## src/rtl/pop_return_merger.sv

```systemverilog
// Returns per-lane pop results on one port, in request order,
// tagged with the tree_id of the pop that produced them.
module pop_return_merger #(
  parameter int PTW           = 16,
  parameter int MTW           = 0,
  parameter int LEVEL         = 4,
  parameter int TREE_NUM      = 4,
  parameter int TREE_NUM_BITS = $clog2(TREE_NUM),
  parameter int LEVEL_BITS    = $clog2(LEVEL),
  parameter int TAG_DEPTH     = 8,
  parameter int LANE_DEPTH    = 2
) (
  input  logic                         i_clk,
  input  logic                         i_rst,
  input  logic                         i_pop,
  input  logic [TREE_NUM_BITS-1:0]     i_tree_id,
  input  logic [LEVEL*(MTW+PTW)-1:0]   i_lane_pop_data,
  input  logic [LEVEL-1:0]             i_lane_pop_valid,
  output logic                         o_req_full,
  output logic [MTW+PTW-1:0]           o_pop_data,
  output logic                         o_pop_data_valid,
  output logic [TREE_NUM_BITS-1:0]     o_pop_tree_id,
  output logic                         o_lane_overflow,
  output logic                         o_unexpected
);

  localparam int DW  = MTW + PTW;
  localparam int TPW = $clog2(TAG_DEPTH);
  localparam int TCW = TPW + 1;
  localparam int LPW = $clog2(LANE_DEPTH);
  localparam int LCW = LPW + 1;

  localparam logic [TCW-1:0] TAG_FULL  = TCW'(TAG_DEPTH);
  localparam logic [LCW-1:0] LANE_FULL = LCW'(LANE_DEPTH);

  logic [TREE_NUM_BITS-1:0] tag_mem_q [TAG_DEPTH];
  logic [TPW-1:0]           tag_wr_q;
  logic [TPW-1:0]           tag_rd_q;
  logic [TCW-1:0]           tag_cnt_q;
  logic [TCW-1:0]           tag_cnt_d;
  logic                     req_full_q;

  logic [TCW-1:0] outst_q [LEVEL];
  logic [TCW-1:0] outst_d [LEVEL];

  logic [DW-1:0]  lane_mem_q [LEVEL][LANE_DEPTH];
  logic [LPW-1:0] lane_wr_q  [LEVEL];
  logic [LPW-1:0] lane_rd_q  [LEVEL];
  logic [LCW-1:0] lane_cnt_q [LEVEL];
  logic [LCW-1:0] lane_cnt_d [LEVEL];

  logic [LEVEL-1:0] lane_wr;
  logic [LEVEL-1:0] lane_rd;
  logic [LEVEL-1:0] lane_unexp;
  logic [LEVEL-1:0] lane_ovf;

  logic                     accept;
  logic                     retire;
  logic [TREE_NUM_BITS-1:0] head_tag;
  logic [LEVEL_BITS-1:0]    head_lane;
  logic [LEVEL_BITS-1:0]    req_lane;

  logic [DW-1:0]            pop_data_q;
  logic                     pop_valid_q;
  logic [TREE_NUM_BITS-1:0] pop_id_q;
  logic                     ovf_q;
  logic                     unexp_q;

  always_comb begin
    accept    = i_pop && !req_full_q;
    req_lane  = i_tree_id[LEVEL_BITS-1:0];
    head_tag  = tag_mem_q[tag_rd_q];
    head_lane = head_tag[LEVEL_BITS-1:0];
    retire    = (tag_cnt_q != '0) &&
                (lane_cnt_q[head_lane] != '0);
    tag_cnt_d = tag_cnt_q + TCW'(accept) - TCW'(retire);
    lane_wr    = '0;
    lane_rd    = '0;
    lane_unexp = '0;
    lane_ovf   = '0;
    for (int k = 0; k < LEVEL; k++) begin
      lane_rd[k] = retire &&
                   (head_lane == LEVEL_BITS'(k));
      lane_unexp[k] = i_lane_pop_valid[k] &&
                      (outst_q[k] == '0);
      // a read in the same cycle frees the slot
      lane_ovf[k] = i_lane_pop_valid[k] &&
                    (outst_q[k] != '0) &&
                    (lane_cnt_q[k] == LANE_FULL) &&
                    !lane_rd[k];
      lane_wr[k] = i_lane_pop_valid[k] &&
                   (outst_q[k] != '0) &&
                   !lane_ovf[k];
      outst_d[k] = outst_q[k]
        + TCW'(accept && (req_lane == LEVEL_BITS'(k)))
        - TCW'(i_lane_pop_valid[k] && (outst_q[k] != '0));
      lane_cnt_d[k] = lane_cnt_q[k]
        + LCW'(lane_wr[k]) - LCW'(lane_rd[k]);
    end
  end

  always_ff @(posedge i_clk) begin
    if (i_rst) begin
      tag_wr_q    <= '0;
      tag_rd_q    <= '0;
      tag_cnt_q   <= '0;
      req_full_q  <= 1'b0;
      pop_data_q  <= '0;
      pop_valid_q <= 1'b0;
      pop_id_q    <= '0;
      ovf_q       <= 1'b0;
      unexp_q     <= 1'b0;
      for (int k = 0; k < LEVEL; k++) begin
        outst_q[k]    <= '0;
        lane_wr_q[k]  <= '0;
        lane_rd_q[k]  <= '0;
        lane_cnt_q[k] <= '0;
      end
    end else begin
      if (accept) begin
        tag_mem_q[tag_wr_q] <= i_tree_id;
        tag_wr_q <= tag_wr_q + 1'b1;
      end
      if (retire) begin
        tag_rd_q   <= tag_rd_q + 1'b1;
        pop_data_q <= lane_mem_q[head_lane][lane_rd_q[head_lane]];
        pop_id_q   <= head_tag;
      end
      pop_valid_q <= retire;
      tag_cnt_q   <= tag_cnt_d;
      req_full_q  <= (tag_cnt_d == TAG_FULL);
      ovf_q       <= ovf_q | (|lane_ovf);
      unexp_q     <= unexp_q | (|lane_unexp);
      for (int k = 0; k < LEVEL; k++) begin
        outst_q[k]    <= outst_d[k];
        lane_cnt_q[k] <= lane_cnt_d[k];
        if (lane_wr[k]) begin
          lane_mem_q[k][lane_wr_q[k]] <=
            i_lane_pop_data[k*DW +: DW];
          lane_wr_q[k] <= lane_wr_q[k] + 1'b1;
        end
        if (lane_rd[k]) begin
          lane_rd_q[k] <= lane_rd_q[k] + 1'b1;
        end
      end
    end
  end

  assign o_req_full       = req_full_q;
  assign o_pop_data       = pop_data_q;
  assign o_pop_data_valid = pop_valid_q;
  assign o_pop_tree_id    = pop_id_q;
  assign o_lane_overflow  = ovf_q;
  assign o_unexpected     = unexp_q;

endmodule

```

## config.mk

```make
export PLATFORM = sky130hd
export DESIGN_NAME = pop_return_merger
export DESIGN_NICKNAME = d
export VERILOG_FILES = /design/src/rtl/pop_return_merger.sv
export SDC_FILE = /design/constraint.sdc
export NUM_CORES = 1
export LEC_CHECK = 0
export CAP_MARGIN = 20
export CORE_MARGIN = 2
export CORE_UTILIZATION = 25
export CTS_CLUSTER_DIAMETER = 150
export DETAILED_ROUTE_END_ITERATION = 10
export GPL_TIMING_DRIVEN = 0
export PLACE_DENSITY = 0.5
export SYNTH_ARGS = -nofsm -noshare
export SYNTH_HDL_FRONTEND = slang
export SYNTH_SLANG_ARGS = --single-unit
```

## constraint.sdc

```tcl
create_clock -name i_clk -period 4.24 [get_ports i_clk]
set_input_delay 0.424 -clock i_clk [delete_from_list [all_inputs] [get_ports i_clk]]
set_output_delay 0.424 -clock i_clk [all_outputs]
set_load 0.02 [all_outputs]
```

==> results.yml, run 1 <==
run_status:
  run_status: "complete, no violations"
grt:
  met3_usage_pct: 1.952
  grt-ovfl-total: 0
  antenna_found_initial: 0
  grt_pass1_wl_um: 34200
  grt_use_met1_pct: 16.68
  met2_usage_pct: 19.15
  grt_pass1_vias: 5469
  grt_max_degree: 14
  track_usage_pct: 11.86
  grt_busiest_layer: "met2"
synthesis:
  synth_edf_count: 152
  ys_seq_area_share_pct: 62.60
  ys_seq_elements: 211
  syn_nets: 749
  synthDistinctLibCells: 47
  netlist_instances: 637
  netlist_area_um2: 9179
  async_flop_share_pct: 0
  synth_area_per_cell_um2: 14.41
  yosysWarningCount: 0
  synthFlopType: "edfxtp_1"
flow_run:
  drv_cap: 0
layout:
  drive_gt1_share_pct: 11.69
  finalNetCount: 881
  area_growth_pct: 26.53
  final_util_pct: 31.95
  layout_commonest_cell: "edfxtp_1"
  final_cell_mix: "152 x edfxtp_1, 93 x clkdlybuf4s50_1, 73 x mux2i_1"
  final_cell_area_um2: 11610
  diodes: 0
floorplan:
  start_util_pct: 25.25
  io_pins: 95
  die_w_um: 195.6
  die_y_um: 195.6
  rows: 70
  die-area_um2: 38260
  core_area_um2: 36350
hold_path:
  hold-path-endpoint: "outst_q[0][0]$_SDFF_PP0_"
  min_path_type: "input port to flip-flop"
  min_from: "i_rst"
  holdPathStages: 2
cts:
  clk-insertion-delay-late_ns: 0.54
  numCtsBuffers: 24
  cts_tree: "done"
  clk_path_buf_depth: 3
  ctsHtreeMaxLevel: 1
  cts_root_buf: "clkbuf_16"
  holdBufCountCts: 0
  post_cts_resized: 0
  cts_sinks: 211
  postCtsSetupBuffers: 0
  clkTransAtPathRegs_ns: 0.06
power:
  ir_drop_mv: 0.3311
  power_density_nw_per_um2: 664.1
  p_leak_nw: 4.265
routing:
  first_pass_iters: 4
  vias: 5340
  drt_iter0_drc: 266
  routed_wl_um: 22570
  post-route-drc-count: 0
  drtAntennaViolNets: 0
  post_drt_wl_per_cell_um: 17.99
  via_per_inst: 4.255
timing:
  setup_viol: 0
  fin_crit_sh_pct: 85.70
  skew_ns: 0.03138
  period_minus_slack_ns: 3.634
  holdWs_ns: 0.3291
  max_slew.worst_pin.slew_ns: 0.9743
  hold_violations: 0
  slew_headroom_pct: 34.69
  clock.fmax_mhz: 275.2
  drv_slew: 0
  rsz0062_at_grt: "no"
worst_setup_path:
  critPathArrivalTime_ns: 3.88
  cp-start-kind: "flip-flop"
  path_max_fanout: 10
  worstSetupEndpointType: "flip-flop"
  crit_type: "flip-flop to flip-flop"
  crit_required_ns: 4.48
  r2r_end: "lane_mem_q[3][18]$_DFFE_PP_"
  reg2regPathDepth: 10
  reg2reg_slack_ns: 0.61
placement:
  io_buffers: 93
  hpwl_um: 16390
  dpl_cell_area_um2: 10880
  gp_congestion: 0.7051
[critical path, stage by stage (launching register included)]
cell and delay (ns):
dfxtp_1 0.30, buf_6 0.14, mux2i_1 0.13, mux4_2 0.51, buf_6 0.17, buf_6 0.16, buf_2 0.20, o311ai_1 0.42
nand2_1 0.26, nor3_2 0.79, buf_6 0.27
[report_power, final]
| group | switching (W) | total, W | internal (W) |
|---|---|---|---|
| Clock | 0.000843 | 0.00193 | 0.00108 |
| Combinational | 0.00165 | 0.00295 | 0.00130 |
| Sequential | 0.000196 | 0.00284 | 0.00264 |
| Total | 0.00268 | 0.00771 | 0.00503 |
[sequential cells by signal (all words and copies together), names as in the netlist, 2 cells and up, named ones only]
register,cells
lane_cnt_q,8
lane_mem_q,128
lane_rd_q,4
lane_wr_q,4
o_pop_data,16
o_pop_tree_id,2
outst_q,16
tag_cnt_q,4
tag_mem_q,16
tag_rd_q,3
tag_wr_q,3
[area by class of cell]
cell class | count | area [um2]
buffer | 30 | 182.7
inverter | 47 | 176.4
clock inverter | 12 | 81.33
multi-input combinational | 349 | 3114
clock buffer | 32 | 650.6
tap | 468 | 585.6
fill | 3612 | 24730
sequential | 211 | 5746
timing repair buffer | 106 | 1077
[cell usage after synthesis, types with 2 or more instances]
| cell type | number | area, um2 |
|---|---|---|
| nand3_1 | 6 | 30.03 |
| or2_1 | 4 | 25.02 |
| a21oi_1 | 31 | 155.2 |
| o21ai_1 | 4 | 20.02 |
| nand2_1 | 20 | 75.07 |
| xnor2_1 | 11 | 96.34 |
| nor2_1 | 47 | 176.4 |
| clkbuf_1 | 8 | 30.03 |
| buf_4 | 2 | 15.01 |
| buf_6 | 7 | 78.83 |
| a211oi_1 | 7 | 52.55 |
| buf_1 | 5 | 18.77 |
| mux4_1 | 14 | 367.9 |
| mux4_2 | 5 | 112.6 |
| edfxtp_1 | 152 | 4564 |
| nand2b_1 | 9 | 56.30 |
| nor2b_1 | 11 | 68.82 |
| nor3b_1 | 5 | 37.54 |
| buf_2 | 8 | 40.04 |
| nor3_1 | 11 | 55.05 |
| xor2_1 | 10 | 87.58 |
| a21boi_0 | 2 | 15.01 |
| fa_1 | 5 | 100.1 |
| dfxtp_1 | 59 | 1181 |
| or3_1 | 3 | 18.77 |
| nor4_1 | 4 | 25.02 |
| ha_1 | 34 | 425.4 |
| nor4b_1 | 2 | 17.52 |
| a21o_1 | 5 | 37.54 |
| mux2_2 | 2 | 22.52 |
| a211oi_2 | 10 | 125.1 |
| mux2i_1 | 73 | 730.7 |
| a31o_1 | 2 | 17.52 |
| inv_1 | 46 | 172.7 |
[cell families after synthesis]
group,count (synthesis),share of synthesized area (%)
flip-flops,211,62.60
buffers and inverters,77,3.912
AO/OA/AOI/OAI,68,5.303
XOR/XNOR,21,2.004
AND/OR/NAND/NOR,125,6.625
adder cells (fa/ha/maj),39,5.725
multiplexers,96,13.84
[worst max path at each step]
stage               startpoint                          end  slack [ns]  cells past startpoint
global placement     flip-flop   lane_mem_q[0][4]$_DFFE_PP_       -1.20                      7
CTS                  flip-flop  lane_mem_q[3][18]$_DFFE_PP_        0.53                     10
finish               flip-flop  lane_mem_q[3][18]$_DFFE_PP_        0.61                     10
floorplan            flip-flop   lane_mem_q[3][0]$_DFFE_PP_        0.64                      9
detailed placement   flip-flop  lane_mem_q[3][24]$_DFFE_PP_        0.54                     10
global route         flip-flop   lane_mem_q[0][9]$_DFFE_PP_        0.36                      8
[per-layer routing]
| metal | vias to the layer above | part of all wire (%) |
|---|---|---|
| met5 | - | 0 |
| met4 | 0 | 1.6 |
| met3 | 25 | 4.1 |
| met2 | 115 | 46 |
| met1 | 2593 | 49 |
| li1 | 2607 | - |
[per-stage QoR]
step / instances / worst slack [ns] / TNS, ns / power (W)
floorplan: 637 / 0.6414 / 0 / 0.004879
global placement: 1198 / -1.195 / -133.01 / 0.005803
detailed placement: 1211 / 0.5351 / 0 / 0.005881
CTS: 1255 / 0.5314 / 0 / 0.007839
global route: 1255 / 0.3568 / 0 / 0.008230
finish: 1255 / 0.6065 / 0 / 0.007712
No activity file was read; power rests on OpenSTA's default activity.
==> run 2, diff against run 1 <==
--- a/config.mk
+++ b/config.mk
@@ -5,12 +5,13 @@
 export SDC_FILE = /design/constraint.sdc
 export NUM_CORES = 1
 export LEC_CHECK = 0
+export ABC_CLOCK_PERIOD_IN_PS = 4240
 export CAP_MARGIN = 20
 export CORE_MARGIN = 2
 export CORE_UTILIZATION = 25
 export CTS_CLUSTER_DIAMETER = 150
 export DETAILED_ROUTE_END_ITERATION = 10
-export GPL_TIMING_DRIVEN = 0
+export GPL_TIMING_DRIVEN = 1
 export PLACE_DENSITY = 0.5
 export SYNTH_ARGS = -nofsm -noshare
 export SYNTH_HDL_FRONTEND = slang
==> run 2 against run 1 <==
Net effect:
- final cell count decreased by 1.8%
- clock power is essentially flat
- largest cell class unchanged
- sequential cell count unchanged
- register-to-register slack gained 0.29 ns
- worst setup slack better by 0.29 ns
- die area unchanged
- global-route usage decreased by 0.61 points
- sequential share of layout area up 0.64 points
- power down 0.64%
- highest routed layer unchanged
- sequential power is essentially flat
- maximum frequency rose by 8.6%
- routed wire length is 4.5% lower
==> results.yml, run 2 (synthesized netlist as in run 1, its figures left out) <==
cts:
  numCtsBuffers: 24
  clk_path_buf_depth: 3
  cts_root_buf: "clkbuf_16"
  cts_sinks: 211
  clkTransAtPathRegs_ns: 0.06
  post_cts_resized: 0
  holdBufCountCts: 0
  ctsHtreeMaxLevel: 1
  cts_tree: "done"
  postCtsSetupBuffers: 0
  clk-insertion-delay-late_ns: 0.53
grt:
  grt_max_degree: 39
  grt-ovfl-total: 0
  grt_pass1_vias: 5530
  antenna_found_initial: 0
  track_usage_pct: 11.25
  grt_pass1_wl_um: 32920
floorplan:
  io_pins: 95
  start_util_pct: 25.25
  core_area_um2: 36350
  rows: 70
  die-area_um2: 38260
  die_y_um: 195.6
  die_w_um: 195.6
layout:
  nFillCells: 3580
  layout_commonest_cell: "edfxtp_1"
  finalNetCount: 859
  area_growth_pct: 24.90
  finalNonFillerCells: 1233
  largest_reg_flops: 128
  diodes: 0
  drive_gt1_share_pct: 11.11
  final_cell_mix: "152 x edfxtp_1, 93 x clkdlybuf4s50_1, 73 x mux2i_1"
timing:
  clock.fmax_mhz: 298.8
  rsz0062_at_grt: "no"
  setup_viol: 0
  skew_ns: 0.02581
  slew_headroom_pct: 55.03
  hold_violations: 0
  drv_slew: 0
  max_slew.worst_pin.slew_ns: 0.6604
  holdWs_ns: 0.3269
  period_minus_slack_ns: 3.346
  fin_setup_tns_ns: 0
  fin_crit_sh_pct: 78.92
  fin_ws_ns: 0.8938
worst_setup_path:
  crit_chain: "mux2i_1 > mux4_4 > mux2i_1 > mux2i_1 > nor2_2 > xnor2_1 > ha_1 > inv_1 > fa_1 > xor2_1 > and4b_1"
  crit_slowest_cell: "mux4_4"
  worstSetupEndpointType: "flip-flop"
  crit_required_ns: 4.71
  crit_type: "flip-flop to flip-flop"
  path_max_fanout: 10
  max_stage_delay_ns: 0.73
  critPathArrivalTime_ns: 3.81
  cp-start-kind: "flip-flop"
  cp_common_cell: "mux2i_1"
routing:
  drtAntennaViolNets: 0
  vias: 5335
  drt_iter0_drc: 295
  post_drt_wl_per_cell_um: 17.48
  routed_wl_um: 21550
  first_pass_iters: 4
  post-route-drc-count: 0
  via_per_inst: 4.327
placement:
  dpl_worst_slack_ns: 0.8562
  io_buffers: 94
  gp_congestion: 0.7164
  place_inst: 1189
  hpwl_um: 14490
power:
  ir_drop_mv: 0.2991
  p_leak_nw: 4.203
  power_density_nw_per_um2: 668.4
run_status:
  run_status: "complete, no violations"
hold_path:
  min_path_type: "input port to flip-flop"
flow_run:
  drv_cap: 0
## run 2: cell types whose count changed in the layout (fill, tap and decap cells not counted), moves of 3 or more
cell	change
clkbuf_1	-6
buf_1	-5
clkinv_1	-3
buf_2	-7
buf_4	+18
buf_6	-20
## run 2: metrics by stage
stage                     total power, W  area [um2]  utilization, %
after global placement          0.005748       10710           29.47
after floorplan                 0.004879        9179               -
after detailed placement        0.005783       10710           29.47
after CTS                       0.007787       11460           31.54
after global routing            0.008176       11460           31.54
final                           0.007663       11460           31.54
## run 2: layout make-up
cell class	count	area, um2	share of cell area [%]
Tap cell	468	585.6	5.108
Clock inverter	10	82.58	0.7203
Inverter	47	176.4	1.539
Multi-Input combinational cell	349	3119	27.21
Timing Repair Buffer	114	1086	9.473
Sequential cell	211	5746	50.11
Clock buffer	34	669.4	5.839
## run 2: power breakdown
| group | internal [W] | switching (W) |
|---|---|---|
| combinational | 0.00124 | 0.00159 |
| clock | 0.00112 | 0.000846 |
| sequential | 0.00264 | 0.000223 |
| total | 0.00500 | 0.00266 |
## run 2: critical path, delay by kind of cell (launching register included)
| family | cells | cell delay, ns |
|---|---|---|
| buffers and inverters | 1 | 0.05 |
| multiplexers | 4 | 1.47 |
| adder cells (fa/ha/maj) | 2 | 0.56 |
| flip-flops | 1 | 0.55 |
| XOR/XNOR | 2 | 0.36 |
| AND/OR/NAND/NOR | 2 | 0.31 |
## run 2: path summary, 6_finish.rpt
kind | slack (ns) | startpoint | to | depth (start not counted)
setup / recovery | 0.89 | flip-flop | o_req_full$_SDFF_PP0_ | 11
setup reg to reg | 0.89 | flip-flop | o_req_full$_SDFF_PP0_ | 11
hold reg to reg | 0.52 | o_pop_tree_id[0]$_SDFFE_PP0P_ | o_pop_tree_id[0]$_SDFFE_PP0P_ | 2
hold / removal | 0.33 | i_rst | outst_q[0][1]$_SDFF_PP0_ | 2
## run 2: layer usage
| layer | vias up | track usage (%) | routed length (um) |
|---|---|---|---|
| li1 | 2564 | - | - |
| met1 | 2618 | 15.46 | 10200 |
| met2 | 121 | 18.16 | 9893 |
| met3 | 32 | 2.245 | 1050 |
| met4 | 0 | 2.884 | 402 |
| met5 | - | 0 | 0 |
==> run 3, diff against run 2 <==
--- a/config.mk
+++ b/config.mk
@@ -5,14 +5,14 @@
 export SDC_FILE = /design/constraint.sdc
 export NUM_CORES = 1
 export LEC_CHECK = 0
-export ABC_CLOCK_PERIOD_IN_PS = 4240
+export ABC_CLOCK_PERIOD_IN_PS = 2900
 export CAP_MARGIN = 20
 export CORE_MARGIN = 2
 export CORE_UTILIZATION = 25
 export CTS_CLUSTER_DIAMETER = 150
 export DETAILED_ROUTE_END_ITERATION = 10
 export GPL_TIMING_DRIVEN = 1
-export PLACE_DENSITY = 0.5
+export PLACE_DENSITY = 0.51
 export SYNTH_ARGS = -nofsm -noshare
 export SYNTH_HDL_FRONTEND = slang
 export SYNTH_SLANG_ARGS = --single-unit
==> constraint.sdc (replaced) <==
create_clock -name i_clk -period 2.9 [get_ports i_clk]
set_input_delay 0.29 -clock i_clk [delete_from_list [all_inputs] [get_ports i_clk]]
set_output_delay 0.29 -clock i_clk [all_outputs]
set_load 0.02 [all_outputs]
==> run 3 against run 2 <==
Net effect:
- cell area rose by 3.5%
- utilization rose by 1.1 points
- register-to-register slack got worse by 0.92 ns
- the flow now finishes with violations (setup timing)
- sequential cell count did not move
- highest routed layer unchanged
- sequential power rose by 47%
==> results.yml, run 3 (synthesized netlist as in run 1, its figures left out) <==
cts:
  clkTransAtPathRegs_ns: 0.06
  holdBufCountCts: 0
  clk_path_buf_depth: 3
  cts_sinks: 211
  numCtsBuffers: 24
  cts_tree: "done"
  cts_root_buf: "clkbuf_16"
  ctsHtreeMaxLevel: 1
  clk-insertion-delay-late_ns: 0.54
routing:
  routed_wl_um: 21530
  post_drt_wl_per_cell_um: 17.15
  vias: 5334
  drtAntennaViolNets: 0
  via_per_inst: 4.250
  drt_iter0_drc: 300
  post-route-drc-count: 0
  first_pass_iters: 4
worst_setup_path:
  path_max_fanout: 5
  cp-start-kind: "flip-flop"
  crit_type: "flip-flop to flip-flop"
  critPathArrivalTime_ns: 3.34
  crit_required_ns: 3.31
  worstSetupEndpointType: "flip-flop"
timing:
  drv_slew: 0
  clock.fmax_mhz: 342.2
  period_minus_slack_ns: 2.923
  rsz0062_at_grt: "yes"
  fin_ws_ns: -0.02264
  fin_crit_sh_pct: 100.8
  skew_ns: 0.02988
  setup_viol: 1
  fin_setup_tns_ns: -0.02264
  slew_headroom_pct: 57.27
  hold_violations: 0
  max_slew.worst_pin.slew_ns: 0.6389
floorplan:
  die_y_um: 195.6
  io_pins: 95
  core_area_um2: 36350
  start_util_pct: 25.25
  die-area_um2: 38260
  die_w_um: 195.6
  rows: 70
run_status:
  violations: "setup timing"
  run_status: "complete, but fails checks"
layout:
  nFillCells: 3555
  final_util_pct: 32.65
  finalNetCount: 881
  area_growth_pct: 29.29
  largest_reg_flops: 128
  final_cell_mix: "152 x edfxtp_1, 93 x clkdlybuf4s50_1, 70 x mux2i_1"
  drive_gt1_share_pct: 14.87
  layout_commonest_cell: "edfxtp_1"
  diodes: 0
grt:
  grt-ovfl-total: 0
  grt_pass1_wl_um: 33420
  grt_pass1_vias: 5602
  track_usage_pct: 11.38
  grt_max_degree: 37
  antenna_found_initial: 0
placement:
  gp_congestion: 0.7068
  hpwl_um: 14840
  io_buffers: 94
power:
  report.power.total_w: 0.01169
  ir_drop_mv: 0.4427
  p_leak_nw: 4.353
  power_density_nw_per_um2: 985.1
hold_path:
  min_path_type: "input port to flip-flop"
  min_from: "i_rst"
flow_run:
  drv_cap: 0
==> run 3: changes by cell type in the layout (fill, tap and decap cells not counted), sizes merged <==
| cell | before | now |
|---|---|---|
| buf | 21 | 43 |
| bufinv | 0 | 1 |
| inv | 49 | 47 |
| clkbuf | 34 | 40 |
| clkinv | 8 | 3 |
==> run 3: final timing paths <==
check             cells after the start  slack, ns                  endpoint
setup / recovery                     11      -0.02     o_req_full$_SDFF_PP0_
hold / removal                        2       0.12  outst_q[0][1]$_SDFF_PP0_
setup reg to reg                     11      -0.02     o_req_full$_SDFF_PP0_
hold reg to reg                       2       0.52                 flip-flop
==> run 3: repair_timing <==
item / CTS / global route
setup buffers: 0 / 2
gates resized for setup: 8 / 11
setup endpoints to repair: 73 / 59
hold endpoints to repair: 0 / 0
pin swaps: 0 / 7
==> run 3: power breakdown <==
| group | leakage [nW] | switching (W) | internal (W) | total (W) |
|---|---|---|---|---|
| combinational | 2.10 | 0.00244 | 0.00212 | 0.00455 |
| clock | 0.371 | 0.00118 | 0.00174 | 0.00293 |
| sequential | 1.88 | 0.000340 | 0.00387 | 0.00421 |
| total | 4.35 | 0.00396 | 0.00773 | 0.0117 |
==> run 3: per-layer routing <==
layer,global-route usage [%],vias up,part of all wire [%]
li1,-,2606,-
met1,15.79,2580,48
met2,18.52,123,46
met3,2.245,25,4.4
met4,2.262,0,1.5
met5,0,-,0
==> run 3: final cells by class <==
cell class	instances	area [um2]	area share, %
Multi-Input combinational cell	349	3207	27.02
Tap cell	468	585.6	4.934
Timing Repair Buffer	136	1376	11.60
Clock buffer	40	701.9	5.915
Inverter	47	176.4	1.487
Sequential cell	211	5751	48.46
Clock inverter	4	70.07	0.5904
==> run 3: critical path, stage by stage, from the launching register on <==
cell and delay, ns:
dfxtp_4 0.36, mux2i_1 0.12, mux4_4 0.69, mux2i_4 0.24
mux2i_2 0.21, nor2_2 0.09, xnor2_1 0.19, ha_2 0.21
inv_2 0.04, fa_2 0.34, xor2_1 0.15, and4b_1 0.17
==> run 3: metrics by stage <==
step                      hold slack [ns]  instances  setup WS [ns]  instance area, um2
after detailed placement           0.5179       1209        -0.1845               11000
after floorplan                    0.3889        637        -0.1906                9235
final                              0.1242       1255       -0.02264               11870
after CTS                          0.1113       1253        0.01039               11800
after global placement             0.5129       1208        -0.1395               10980
after global routing               0.1374       1255        -0.1663               11870
